File: src/rtl/rr_grant_arbiter_pkg.sv
// Shared types and sizing constants for the round-robin grant arbiter.
package arb_pkg;

  localparam int NUM_REQ = 4;
  localparam int IDX_W   = 2;

  typedef enum logic [0:0] {
    IDLE = 1'b0,
    BUSY = 1'b1
  } state_t;

endpackage

File: src/rtl/rr_grant_arbiter_if.sv
// Request/grant bundle between the requesters and the arbiter.
interface rr_grant_arbiter_if;
  import arb_pkg::*;

  logic [NUM_REQ-1:0] req;
  logic [NUM_REQ-1:0] gnt;
  logic [IDX_W-1:0]   gnt_idx;
  logic               gnt_valid;
  logic               gnt_new;

  // Requester side drives req and observes the grant.
  modport master (
    output req,
    input  gnt,
    input  gnt_idx,
    input  gnt_valid,
    input  gnt_new
  );

  // Arbiter side samples req and drives the grant.
  modport slave (
    input  req,
    output gnt,
    output gnt_idx,
    output gnt_valid,
    output gnt_new
  );
endinterface

File: src/rtl/rr_pick4.sv
// Combinational rotating-priority picker: first set request at or above
// start (mod 4), returned as one-hot, binary index and a found flag.
module rr_pick4
  import arb_pkg::*;
(
  input  logic [NUM_REQ-1:0] req,
  input  logic [IDX_W-1:0]   start,
  output logic [NUM_REQ-1:0] win,
  output logic [IDX_W-1:0]   win_idx,
  output logic               found
);

  logic [2*NUM_REQ-1:0] dbl;
  logic [NUM_REQ-1:0]   rot;
  logic [NUM_REQ-1:0]   rot_oh;
  logic                 hit;

  // Rotate so start sits at bit 0, take the lowest set bit, rotate back, encode.
  always_comb begin
    dbl     = {req, req};
    rot     = dbl[start +: NUM_REQ];
    rot_oh  = '0;
    hit     = 1'b0;
    win     = '0;
    win_idx = '0;
    for (int i = 0; i < NUM_REQ; i++) begin
      if (rot[i] && !hit) begin
        rot_oh[i] = 1'b1;
        hit       = 1'b1;
      end
    end
    for (int j = 0; j < NUM_REQ; j++) begin
      win[j] = rot_oh[IDX_W'(j) - start];
    end
    for (int j = 0; j < NUM_REQ; j++) begin
      if (win[j]) win_idx = IDX_W'(j);
    end
    found = |req;
  end

endmodule

File: src/rtl/rr_grant_arbiter.sv
// Round-robin arbiter for four requesters with bounded, restartable tenure.
// The search always begins one past the last owner, so a timed-out owner
// becomes lowest priority and idle-state arbitration resumes the rotation.
module rr_grant_arbiter
  import arb_pkg::*;
#(
  parameter int MAX_HOLD = 8,
  parameter int HOLD_W   = 8
) (
  input  logic                clk,
  input  logic                rst,
  rr_grant_arbiter_if.slave   bus
);

  state_t              state;
  logic [HOLD_W-1:0]   hold_cnt;
  logic [IDX_W-1:0]    last_owner;
  logic [IDX_W-1:0]    start;
  logic [NUM_REQ-1:0]  win;
  logic [IDX_W-1:0]    win_idx;
  logic                found;
  logic                keep;

  rr_pick4 u_pick (
    .req     (bus.req),
    .start   (start),
    .win     (win),
    .win_idx (win_idx),
    .found   (found)
  );

  // Search origin and the decision to extend the current tenure.
  always_comb begin
    start = last_owner + IDX_W'(1);
    keep  = bus.req[last_owner] &&
            ((MAX_HOLD == 0) || (hold_cnt < HOLD_W'(MAX_HOLD)));
  end

  // Grant FSM: IDLE waits for any request; BUSY holds, hands over or releases.
  always_ff @(posedge clk) begin
    if (rst) begin
      state         <= IDLE;
      bus.gnt       <= '0;
      bus.gnt_idx   <= '0;
      bus.gnt_valid <= 1'b0;
      bus.gnt_new   <= 1'b0;
      hold_cnt      <= '0;
      last_owner    <= IDX_W'(NUM_REQ - 1);
    end else begin
      case (state)
        IDLE: begin
          if (found) begin
            state         <= BUSY;
            bus.gnt       <= win;
            bus.gnt_idx   <= win_idx;
            bus.gnt_valid <= 1'b1;
            bus.gnt_new   <= 1'b1;
            hold_cnt      <= HOLD_W'(1);
            last_owner    <= win_idx;
          end else begin
            bus.gnt_new   <= 1'b0;
          end
        end
        BUSY: begin
          if (keep) begin
            bus.gnt_new <= 1'b0;
            if (hold_cnt != '1) hold_cnt <= hold_cnt + HOLD_W'(1);
          end else if (found) begin
            // Release with another requester waiting, or timeout (the
            // owner is searched last and may win its own re-grant).
            bus.gnt       <= win;
            bus.gnt_idx   <= win_idx;
            bus.gnt_valid <= 1'b1;
            bus.gnt_new   <= 1'b1;
            hold_cnt      <= HOLD_W'(1);
            last_owner    <= win_idx;
          end else begin
            // gnt_idx keeps the last owner's index while idle.
            state         <= IDLE;
            bus.gnt       <= '0;
            bus.gnt_valid <= 1'b0;
            bus.gnt_new   <= 1'b0;
          end
        end
        default: state <= IDLE;
      endcase
    end
  end

endmodule

File: src/flat_wrapper.sv
// flat-port wrapper written by rule: the top's interface ports become plain ports
module rr_grant_arbiter_flat import arb_pkg::*;
#(
  parameter int MAX_HOLD = 8,
  parameter int HOLD_W   = 8
)
  (clk, rst, bus_req, bus_gnt, bus_gnt_idx, bus_gnt_valid, bus_gnt_new);
  rr_grant_arbiter_if bus_i ();
  input  logic clk;
  input  logic rst;
  input wire logic [$bits(bus_i.req)-1:0] bus_req;
  output wire logic [$bits(bus_i.gnt)-1:0] bus_gnt;
  output wire logic [$bits(bus_i.gnt_idx)-1:0] bus_gnt_idx;
  output wire logic [$bits(bus_i.gnt_valid)-1:0] bus_gnt_valid;
  output wire logic [$bits(bus_i.gnt_new)-1:0] bus_gnt_new;
  assign bus_i.req = bus_req;
  assign bus_gnt = bus_i.gnt;
  assign bus_gnt_idx = bus_i.gnt_idx;
  assign bus_gnt_valid = bus_i.gnt_valid;
  assign bus_gnt_new = bus_i.gnt_new;
  rr_grant_arbiter #(.MAX_HOLD(MAX_HOLD), .HOLD_W(HOLD_W)) u_core (.clk(clk), .rst(rst), .bus(bus_i));
endmodule
File: config.mk
export PLATFORM = sky130hd
export DESIGN_NAME = rr_grant_arbiter_flat
export DESIGN_NICKNAME = d
export VERILOG_FILES = /design/src/rtl/rr_grant_arbiter_pkg.sv /design/src/rtl/rr_grant_arbiter_if.sv /design/src/rtl/rr_pick4.sv /design/src/rtl/rr_grant_arbiter.sv /design/src/flat_wrapper.sv
export SDC_FILE = /design/constraint.sdc
export NUM_CORES = 1
export LEC_CHECK = 0
export ABC_AREA = 1
export CORE_MARGIN = 5
export CORE_UTILIZATION = 28
export DETAILED_ROUTE_END_ITERATION = 8
export PLACE_DENSITY = 0.58
export SYNTH_ARGS = -nofsm -noshare
export SYNTH_HDL_FRONTEND = slang
export SYNTH_SLANG_ARGS = --single-unit
File: constraint.sdc
create_clock -name clk -period 1.49 [get_ports clk]
set_input_delay 0.447 -clock clk [delete_from_list [all_inputs] [get_ports clk]]
set_output_delay 0.447 -clock clk [all_outputs]
set_load 0.05 [all_outputs]
; ---- After elaboration in Yosys (flattened, before gate mapping)
; Cells that the tools add are included.
[totals]
reg_bits = 19
inputBits = 6
out_inout_bits = 8
elab_cells = 75
[op_classes]
n_reduce_logical = 9
add_sub_neg = 6
n_eq_ne = 4
shifts = 1
n_mux = 41
n_bitwise = 1
magnitude_cmp = 6
[ops]
columns = cell, n
row1 = $mux W8, 3
row2 = $mux W1, 17
row3 = $pmux W8 S2, 1
row4 = $lt A2 B3 Y1 const B, 5
row5 = $mux W2, 6
row6 = $mux W4, 3
row7 = $bmux W1 S2, 5
row8 = $add A8 B1 Y8 const B, 1
row9 = $lt A8 B4 Y1 const B, 1
row10 = $ne A8 B8 Y1 const B, 1
row11 = $pmux W2 S2, 2
row12 = $pmux W4 S2, 1
row13 = $shiftx A8 B3 Y4, 1
row14 = $pmux W1 S2, 3
row15 = $logic_and A1 B1 Y1, 4
row16 = $reduce_or A4 Y1, 1
row17 = $sub A1 B2 Y2 const A, 2
row18 = $sub A2 B2 Y2 const A, 2
row19 = $logic_not A1 Y1, 3
row20 = $ne A3 B3 Y1 const B, 1
row21 = $add A2 B1 Y2 const B, 1
row22 = $ne A2 B1 Y1 const B, 1
row23 = $ne A2 B2 Y1 const B, 1
row24 = $reduce_and A2 Y1, 1
row25 = $not A1 Y1, 1

; ---- Depth between registers and ports, before layout
[logic_depth]
ltp_word = 20
mapped_depth = 14
depth_no_buf = 13

; ---- Cells and area by module
; Synthesis repeated with hierarchy kept, for this count alone.
[unflattened]
cells_unflattened = 163
hier_area_um2 = 1112.3
[by_module_without_submodules]
columns = module, seq_area_each_um2, area_per_inst_um2, n_inst, cells_per_inst
row1 = rr_grant_arbiter, 380.4, 787.0, 1, 99
row2 = rr_pick4, 0.0, 325.3, 1, 64

; ---- Worst setup path before layout
; Ideal clock, no wire load.
[synth_timing]
path_type = register to register
startpoint = register u_core.last_owner[0]
endpoint = register u_core.bus.gnt_idx[0]
required_ps = 1381
stages_incl_launch_ff = 13
slack_ps = 94
path_buffers = 1
t_arrival_ps = 1287
setup_time_ps = 109
synth_period_minus_slack_ps = 1396
path_cell_list = dfxtp_1 > buf_4 > nand2_2 > nand2_4 > nand2_1 > nand2_2 > nor2_2 > nand3_1 > nand3_1 > nand2_2 > nand3_1 > nand2_1 > inv_1
[synth_between]
elab_chain_cells = 20
elab_cells_between_ends = 33
cone_classes = add/sub: 4 / eq/ne: 1 / shift: 1 / mux: 20 / reduce/logical: 7
[synth_lines]
columns = item, line_no
row1 = start: declaration, rr_grant_arbiter.sv:17  ; logic [IDX_W-1:0] last_owner;
row2 = start signal: assignment, rr_grant_arbiter.sv:48  ; last_owner <= IDX_W'(NUM_REQ - 1);
row3 = start signal: assignment, rr_grant_arbiter.sv:59  ; last_owner <= win_idx;
row4 = start signal: assignment, rr_grant_arbiter.sv:76  ; last_owner <= win_idx;
row5 = $add A2 B1 Y2, rr_grant_arbiter.sv:34  ; start = last_owner + IDX_W'(1);
row6 = $shiftx A8 B3 Y4, rr_pick4.sv:21  ; rot = dbl[start +: NUM_REQ];
row7 = $mux W1, rr_pick4.sv:27  ; if (rot[i] && !hit) begin
row8 = $logic_not A1 Y1, rr_pick4.sv:27
row9 = $logic_and A1 B1 Y1, rr_pick4.sv:27
row10 = $mux W1, rr_pick4.sv:27
row11 = $logic_not A1 Y1, rr_pick4.sv:27
row12 = $logic_and A1 B1 Y1, rr_pick4.sv:27
row13 = [3 not listed], n/a
row14 = $mux W1, rr_pick4.sv:27
row15 = $bmux W1 S2, rr_pick4.sv:33  ; win[j] = rot_oh[IDX_W'(j) - start];
row16 = $mux W1 (not written as such), rr_pick4.sv:33
row17 = $mux W1, rr_pick4.sv:36  ; if (win[j]) win_idx = IDX_W'(j);
row18 = $mux W2 (2 in series), rr_pick4.sv:36
row19 = $mux W2, "rr_grant_arbiter.sv:52, rr_grant_arbiter.sv:68"
row20 = $mux W2, rr_grant_arbiter.sv:65  ; if (keep) begin
row21 = $pmux W2 S2, rr_grant_arbiter.sv:50  ; case (state)
row22 = end signal: assignment, rr_grant_arbiter.sv:55  ; bus.gnt_idx <= win_idx;
row23 = end signal: assignment, rr_grant_arbiter.sv:72  ; bus.gnt_idx <= win_idx;
row24 = end: declaration, rr_grant_arbiter_if.sv:24  ; output gnt_idx,
; Several ways; a longest one is shown, not always the timed one. The select of a mux whose other input is x is not followed.
; A chain may end at the register's enable or synchronous reset.

; ---- Final worst setup path
; Same ends and word-level chain as after synthesis.

==> metrics list <==
- STA classifies the critical path startpoint as a flop.
- Horiz. Die Dim: 71.8 um
- Crit. Startpoint: u_core.last_owner[0]
- Post-synthesis sequential area ratio: 35.6%
* First-pass detailed-route iteration total: 4
- TritonCTS clock tree: done
- Pwr dens: 2070 nW/um^2
- The average instance in the mapped netlist occupies 7.08 sq um.
- Worst slew margin relative to its limit: 83.5%
* Maximum frequency from static timing analysis: 662 MHz
* Input/output buffers: 13
- The synthesized design contains 19 register bits.
* Core Rows: 22
- In this run, the number of DRC markers left after iteration 0 of detailed routing was 43.
- At the worst endpoint, the arrival time is 1.66 ns.
* Antenna-violating nets left: 0
* Overall die height: 71.8 um
* Total DRC errors in the routed layout: 0
- In this run the count of I/O pins placed on the die edge is 14.
* Worst Reg-to-Reg Cells: 12
* Number of antenna violations at the first check in global routing: 0
- Leakage power summed over all cells: 0.000782 uW
* GRT Resource Usage Total: 10.3%
* Overflow left after global routing: 0
- Placed wire-length estimate: 1890 um
* Max_cap viols: 0
* Initial Utilization: 29.0%
- Most common cell after layout, fill and taps aside: nand2_1
- Final Worst Setup Slack: -0.0203 ns
* Warning count from the yosys run: 0
- The endpoint identified for the worst register-to-register timing path is u_core.bus.gnt_idx[0].
* Largest net degree at the start of global routing: 11
- The worst register-to-register path begins at u_core.last_owner[0].
- Max Slew Vio Count: 0
* Global-route wire length before repair: 4330 um
- Clock latency of the later-clocked register in the worst-skew pair: 0.25 ns
* H-tree levels: 1
* Layout cells sized above 1: 45.6%
* Run status: finished with violations
- Die area: 5150 sq um
- Critical Path Sink Type: flop
- The congestion estimate from routability-driven global placement came to 0.775.
* Most frequent cells in the layout: nand2_1, nand2_2, dfxtp_1, inv_1, buf_4
- In this run, distinct cell masters in the synthesized netlist total 26.
* Violated checks: setup timing
* Area of the core region: 3690 sq um
- The count of final hold-check violations came to 0.
- Final critical delay including setup and external delays: 1.51 ns
- For this run, the post-layout net count is 190.
* Clock transition time at the flip-flop clock pins of the worst setup and hold paths: 0.07 ns
- Summing over every cut layer, the via total after detailed routing is 1069.
* Capture point of the worst path: u_core.bus.gnt_idx[0]
- The final critical path takes up 101% of the cycle.
- Total power for the finished layout comes to 3450 uW.
- By startpoint and endpoint, the worst setup path is classified as reg2reg.
* Post-Synthesis Cell Area: 1070 sq um
* RSZ-0062 raised after global routing: true
- At the pin with the least slew margin, the transition time is 0.247 ns.
- After detailed routing, the average wire length per cell comes to 11.7 um.
* Worst Hold Class: reg2reg
* Number of antenna cells inserted: 0
- Buffers from clock root to sink, at most: 2
- Flop-to-flop setup slack: -0.02 ns
* Utilization after layout: 45.0%
- The number of clock buffers added by TritonCTS is 3.
- The area growth from synthesis to layout is 55.5%.
* Count of clock tree sinks: 19
- Data on the critical path is required at its endpoint by 1.64 ns.
* Library cell used as clock root buffer: clkbuf_8
- Counting every net in the synthesized netlist gives 158.
- The worst-case IR drop observed on VDD is 1.04 mV.
* Critical-path maximum fanout: 6
- Final setup violation count: 1
* Skew final: 0.00285 ns
- In the routed layout, each cell is associated on average with a via count of 4.65.
* Routed wire length: 2690 um
- The number of global-route vias before repair is 1016.
- Post-synthesis instance total: 151
## flip-flops by register name, summed over array words and instances (netlist names)
| register | cells |
|---|---|
| u_core.bus.gnt_valid | 1 |
| u_core.bus.gnt | 4 |
| u_core.last_owner | 2 |
| u_core.state | 1 |
| u_core.bus.gnt_idx | 2 |
| u_core.bus.gnt_new | 1 |
| u_core.hold_cnt | 8 |
## per-layer routing
metal	vias up	GRT usage, %	share of wire [%]
met4	0	1.88	0.52
met3	2	4.21	4.5
li1	548	-	-
met5	-	0	0
met2	13	16.6	49
met1	506	13.1	46
## worst min-delay path by stage
stage                            start            endpoint  depth (start not counted)
finish              u_core.hold_cnt[7]  u_core.hold_cnt[7]                          2
global route        u_core.hold_cnt[6]  u_core.hold_cnt[6]                          2
CTS                 u_core.hold_cnt[7]  u_core.hold_cnt[7]                          2
detailed placement  u_core.hold_cnt[7]  u_core.hold_cnt[7]                          2
global placement    u_core.hold_cnt[7]  u_core.hold_cnt[7]                          2
floorplan           u_core.hold_cnt[6]  u_core.hold_cnt[6]                          2
## cells by family after synthesis
family / count (synthesis) / share of synthesized area (%)
AO/OA/AOI/OAI: 12 / 7.03
XOR/XNOR: 1 / 0.820
adder cells (fa/ha/maj): 1 / 1.17
buffers and inverters: 24 / 9.48
flip-flops: 19 / 35.6
AND/OR/NAND/NOR: 94 / 45.9
## stage by stage
step	hold WS (ns)	TNS, ns	area, sq um	std cells	setup WS (ns)
after detailed placement	0.431	-6.11	1420	222	-0.510
after floorplan	0.419	0	1070	151	0.0941
after CTS	0.440	-0.0757	1510	229	-0.0420
final	0.439	-0.0203	1660	230	-0.0203
after global routing	0.468	-0.667	1660	230	-0.121
after global placement	0.424	-5.93	1420	222	-0.493
## what timing repair did
item | CTS | global route
setup buffers | 3 | 1
resized for setup | 16 | 37
pin swaps | 9 | 19
setup endpoints to repair | 13 | 12
hold buffers | 0 | 0
## synth_stat cells, drive strengths merged
cell type | n | area (sq um)
o21ai | 2 | 13.8
nand3 | 22 | 125
clkbuf | 1 | 3.75
buf | 3 | 22.5
a32oi | 1 | 8.76
nor3 | 3 | 26.3
a21oi | 7 | 35.0
nand4 | 5 | 31.3
nor2 | 11 | 53.8
ha | 1 | 12.5
xor2 | 1 | 8.76
a211oi | 1 | 7.51
nand2 | 53 | 254
a32o | 1 | 10.0
inv | 20 | 75.1
dfxtp | 19 | 380
## final cells by class
type / instances / area, sq um
Fill cell: 375 / 2030
Multi-Input combinational cell: 108 / 733
Sequential cell: 19 / 388
Timing Repair Buffer: 31 / 353
Inverter: 20 / 82.6
Tap cell: 48 / 60.1
Clock buffer: 4 / 45.0
## worst max-delay path, stage by stage (launching register included)
cell,delay (ns)
dfxtp_4,0.39
buf_6,0.14
nand2_4,0.07
nand3_4,0.07
nand2_4,0.06
nor3_4,0.20
nor2_4,0.10
nand2_2,0.08
inv_2,0.04
nand2_4,0.09
nand3_2,0.07
nand2_1,0.06
inv_1,0.04
## power breakdown
part / leakage [uW] / internal (uW) / switching [uW]
combinational: 0.000603 / 1000 / 1320
clock: 0.0000228 / 190 / 161
sequential: 0.000157 / 633 / 144
total: 0.000782 / 1820 / 1620
Note: power is estimated with default switching activity, not from simulation.
